`src/rtl/sram_512x28_ctrl.sv`:
```
// Front-end controller for a 512x28 bit-write-enable SRAM macro: post-reset zero-fill,
// round-robin sharing between two requesters, fixed one-cycle read return.
module sram_512x28_ctrl #(
    parameter bit         InitOnReset = 1'b1,
    parameter logic [2:0] MemMc       = 3'b000,
    parameter logic       MemMcen     = 1'b0,
    parameter logic [1:0] MemWa       = 2'b00,
    parameter logic [1:0] MemWpulse   = 2'b00,
    parameter logic       MemWpulseen = 1'b0
) (
    input  logic        clk_i,
    input  logic        rst_i,
    input  logic        req0_i,
    input  logic        we0_i,
    input  logic [8:0]  addr0_i,
    input  logic [27:0] wdata0_i,
    input  logic [27:0] wmask0_i,
    input  logic        req1_i,
    input  logic        we1_i,
    input  logic [8:0]  addr1_i,
    input  logic [27:0] wdata1_i,
    input  logic [27:0] wmask1_i,
    output logic        gnt0_o,
    output logic        gnt1_o,
    output logic        rvalid0_o,
    output logic        rvalid1_o,
    output logic [27:0] rdata0_o,
    output logic [27:0] rdata1_o,
    output logic        init_done_o,
    output logic        mem_ren_o,
    output logic        mem_wen_o,
    output logic [8:0]  mem_adr_o,
    output logic [27:0] mem_din_o,
    output logic [27:0] mem_wbeb_o,
    input  logic [27:0] mem_q_i,
    output logic [2:0]  mem_mc_o,
    output logic        mem_mcen_o,
    output logic        mem_clkbyp_o,
    output logic [1:0]  mem_wa_o,
    output logic [1:0]  mem_wpulse_o,
    output logic        mem_wpulseen_o,
    output logic        mem_fwen_o
);

    typedef enum logic {StInit, StRun} state_e;

    state_e      state_q, state_d;
    logic [8:0]  init_cnt_q, init_cnt_d;
    logic        last_gnt_q, last_gnt_d;
    logic [1:0]  rd_pend_q, rd_pend_d;

    logic        sel_we;
    logic [8:0]  sel_addr;
    logic [27:0] sel_wdata;
    logic [27:0] sel_wmask;

    always_ff @(posedge clk_i or posedge rst_i) begin
        if (rst_i) begin
            state_q    <= InitOnReset ? StInit : StRun;
            init_cnt_q <= '0;
            last_gnt_q <= 1'b1;
            rd_pend_q  <= '0;
        end else begin
            state_q    <= state_d;
            init_cnt_q <= init_cnt_d;
            last_gnt_q <= last_gnt_d;
            rd_pend_q  <= rd_pend_d;
        end
    end

    always_comb begin
        state_d    = state_q;
        init_cnt_d = init_cnt_q;
        last_gnt_d = last_gnt_q;
        rd_pend_d  = '0;
        gnt0_o     = 1'b0;
        gnt1_o     = 1'b0;
        mem_ren_o  = 1'b0;
        mem_wen_o  = 1'b0;
        mem_adr_o  = '0;
        mem_din_o  = '0;
        mem_wbeb_o = '1;
        sel_we     = gnt1_o ? we1_i : we0_i;
        sel_addr   = '0;
        sel_wdata  = '0;
        sel_wmask  = '0;

        unique case (state_q)
            StInit: begin
                init_cnt_d = init_cnt_q + 9'd1;
                if (init_cnt_q == 9'd511) begin
                    state_d = StRun;
                end
                // Pins held idle while reset is asserted, even though the state already reads INIT.
                if (!rst_i) begin
                    mem_wen_o  = 1'b1;
                    mem_adr_o  = init_cnt_q;
                    mem_wbeb_o = '0;
                end
            end
            StRun: begin
                if (!rst_i) begin
                    // On conflict the requester that did not win last time goes first.
                    gnt0_o = req0_i && (!req1_i || last_gnt_q);
                    gnt1_o = req1_i && !gnt0_o;
                end
                sel_we    = gnt1_o ? we1_i    : we0_i;
                sel_addr  = gnt1_o ? addr1_i  : addr0_i;
                sel_wdata = gnt1_o ? wdata1_i : wdata0_i;
                sel_wmask = gnt1_o ? wmask1_i : wmask0_i;
                if (gnt0_o || gnt1_o) begin
                    last_gnt_d = gnt1_o;
                    mem_ren_o  = !sel_we;
                    mem_wen_o  = sel_we;
                    mem_adr_o  = sel_addr;
                    mem_din_o  = sel_wdata;
                    mem_wbeb_o = ~sel_wmask;
                    rd_pend_d  = {gnt1_o && !sel_we, gnt0_o && !sel_we};
                end
            end
            default: state_d = StInit;
        endcase
    end

    assign rvalid0_o   = rd_pend_q[0];
    assign rvalid1_o   = rd_pend_q[1];
    assign rdata0_o    = rd_pend_q[0] ? mem_q_i : '0;
    assign rdata1_o    = rd_pend_q[1] ? mem_q_i : '0;
    assign init_done_o = (state_q == StRun);

    assign mem_mc_o       = MemMc;
    assign mem_mcen_o     = MemMcen;
    assign mem_clkbyp_o   = 1'b0;
    assign mem_wa_o       = MemWa;
    assign mem_wpulse_o   = MemWpulse;
    assign mem_wpulseen_o = MemWpulseen;
    assign mem_fwen_o     = 1'b0;

endmodule
```
`config.mk`:
```
export PLATFORM = sky130hd
export DESIGN_NAME = sram_512x28_ctrl
export DESIGN_NICKNAME = d
export VERILOG_FILES = /design/src/rtl/sram_512x28_ctrl.sv
export SDC_FILE = /design/constraint.sdc
export NUM_CORES = 1
export LEC_CHECK = 0
export CORE_AREA = 5 5 113 115
export CTS_BUF_LIST = sky130_fd_sc_hd__clkbuf_16
export DETAILED_ROUTE_END_ITERATION = 6
export DIE_AREA = 0 0 118 120
export GPL_TIMING_DRIVEN = 0
export PLACE_DENSITY = 0.7
export SLEW_MARGIN = 0
export SYNTH_ARGS = -nofsm -noshare
export SYNTH_HDL_FRONTEND = slang
export SYNTH_SLANG_ARGS = --single-unit
```
`constraint.sdc`:
```
create_clock -name clk_i -period 3.6 [get_ports clk_i]
set_clock_uncertainty 0.2 [all_clocks]
set_input_delay 0.72 -clock clk_i [delete_from_list [all_inputs] [get_ports clk_i]]
set_output_delay 0.72 -clock clk_i [all_outputs]
set_load 0.1 [all_outputs]
```
==> metrics.cfg <==
[outcome]
status=finished clean

[sta]
setup_ws_ns=0.112
setup-violations-final=0
fmax_mhz=287
final-max-slew-violation-count=0
whs_ns=0.322
setup_tns_ns=0
final-hold-violation-count=0
tightest_slew_ns=1.01
fin_crit_ns=3.49
post-route-period-util_pct=96.9
rsz0062_at_grt=true
max_slew_margin_pct=32.5

[routing]
wire_per_inst_um=16.2
vias_per_cell=4.34
drt_iter0_markers=111
finalWirelength_um=12400
drc=0
drt_pass1_iterations=4
vias=3334
drtAntennaViolNets=0

[clock_network]
cts_sinks=13
clk_path_buf_depth=2
hold_buffers=0
cts_max_level=1
cts_tree=done
clkTransAtPathRegs_ns=0.05
insertion_delay_ns=0.24
cts_root_buf=clkbuf_16
numCtsBuffers=3

[synth]
yosys.cell_types.count=31
ys_seq_area_share_pct=15.1
synth.avg_cell_area_sq_um=6.85
ys_seq_elements=13
synth_area_sq_mm=0.00216
yosys_warnings=0
syn-instance-count=316

[cells_and_area]
fillers=1194
final_net_count=789
final_cell_mix=clkdlybuf4s50_1 (221), nand2_1 (69), and2_1 (58)
layout_commonest_cell=clkdlybuf4s50_1
diodes=0
drive_above_1_share_pct=29.4
area_delta_synth_final_pct=149
final_cells=769

[worst_setup_path]
critPathLaunchType=primary input
timing.critical_path.arrival_ns=2.57
critPathCaptureType=output pin
critical_path_class=in2out
critPathMaxFanout=10
worstPathRequired_ns=2.68

[place]
dp_slack_ns=-1.11
dp.final_hpwl_um=10900
dp_cells=764
portBuffers=291
place.gp.congestion=0.900

[pwr]
vdd_ir_drop_max_mv=0.121
powerDensity_mw_per_mm2=162
seq_power_share_pct=16.8
swShare_pct=40.1
p_clk_share_pct=24.1
power_mw=0.871
leakage_nw=2.31
intPower_mw=0.521
p_comb_share_pct=59.1
p_sw_mw=0.350

[floorplan]
ios=303
row_count=40
die_x_um=118
start_util_pct=18.5
die_y_um=120
coreArea_sq_mm=0.0117
die_area_sq_mm=0.0142

[grt]
grt_pass1_vias=3479
antenna_found_initial=0
grt_start_max_net_pins=14
grt_first_pass_wirelength_um=18800
grt_overflow=0
grtUsageTotal_pct=16.0

[job]
cap_violations=0

[min_path]
hold_path_class=reg2reg

[layer usage]
layer / vias to the layer above / GRT usage [%] / wire length, um
met5: - / 0 / 0
met4: 0 / 4.44 / 229
li1: 1635 / - / -
met2: 201 / 29.6 / 6370
met1: 1483 / 17.6 / 4630
met3: 15 / 5.14 / 1200
[Yosys cell counts]
master,count,area share [%]
nand2_1,69,12
and2_1,58,17
a21oi_1,57,13
mux2_2,30,16
buf_4,12,4.2
dfrtp_1,12,14
o21ai_0,11,2.5
buf_2,10,2.3
clkbuf_1,10,1.7
mux2i_1,10,4.6
xnor2_1,5,2.0
buf_6,4,2.1
nor2_1,4,0.69
inv_1,3,0.52
ha_1,2,1.2
nand3_1,2,0.46
nand4b_1,2,0.81
xor2_1,2,0.81
and3_1,1,0.29
conb_1,1,0.17
dfstp_2,1,1.2
inv_2,1,0.17
nand2b_1,1,0.29
nand3_2,1,0.46
nand4_1,1,0.29
nor2_2,1,0.29
nor2b_1,1,0.29
o21a_1,1,0.35
o22ai_1,1,0.29
or2_2,1,0.29
or3_1,1,0.29
[repair_timing]
item,in CTS,in global routing
setup buffers,1,0
pin swaps,0,0
gates resized for setup,370,23
endpoints found under the setup margin,69,55
cloned,0,0
[path summary, 6_finish.rpt]
path / to / cells after the start / from / slack, ns
max: mem_din_o[1] / 8 / req0_i / 0.11
min: init_cnt_q[5] / 1 / init_cnt_q[5] / 0.32
max reg2reg: rd_pend_q[0] / 6 / last_gnt_q / 1.83
min reg2reg: init_cnt_q[5] / 1 / init_cnt_q[5] / 0.32
max in group asynchronous: last_gnt_q / 3 / rst_i / 2.53
min in group asynchronous: init_cnt_q[2] / 3 / rst_i / 0.44
[worst max-delay path, stage by stage]
cell             delay [ns]
clkdlybuf4s50_1        0.51
nand2_1                0.10
nand3_2                0.11
buf_6                  0.16
buf_4                  0.20
nand2_1                0.08
a21oi_2                0.13
clkdlybuf4s18_2        0.56
[area by class of cell]
type                            instances  area [sq um]  share of cell area, %
Timing Repair Buffer                  292          2730                   50.6
Multi-Input combinational cell        273          1820                   33.9
Sequential cell                        13           327                   6.06
Buffer                                 36           228                   4.23
Tap cell                              147           184                   3.41
Clock buffer                            3          75.1                   1.39
Inverter                                4          17.5                  0.325
Clock inverter                          1          5.00                 0.0929
[state kept, by name, summed over array words and instances, names as in the netlist]
register / count
init_cnt_q: 9
init_done_o: 1
last_gnt_q: 1
rd_pend_q: 2
[through the flow]
stage / utilization [%] / cell area [sq um]
after floorplan: - / 2370
after global placement: 46.7 / 5470
after detailed placement: 46.7 / 5470
after CTS: 46.2 / 5410
after global routing: 46.0 / 5390
final: 46.0 / 5390
[cells by family (layout without fill, tap and decap cells)]
group                      after synthesis  count (layout)  synth area share, %
muxes                                   40              40                 20.2
DFF                                     13              13                 15.1
xor gates and xnor gates                 7               7                 2.83
adders and majority gates                2               2                 1.16
AOI/OAI and AO/OA                       70              70                 16.4
buffers and inverters                   40             336                 11.0
other                                    1              11                0.173
and+or+nand+nor                        143             143                 33.2
[power groups by stage]
stage	registers [mW]	logic, mW	clock network (mW)
floorplan	0.149	0.288	0
global placement	0.149	0.518	0
detailed placement	0.149	0.523	0
CTS	0.147	0.517	0.218
global route	0.146	0.540	0.219
finish	0.147	0.515	0.210
No activity file was read; power rests on OpenSTA's default activity.
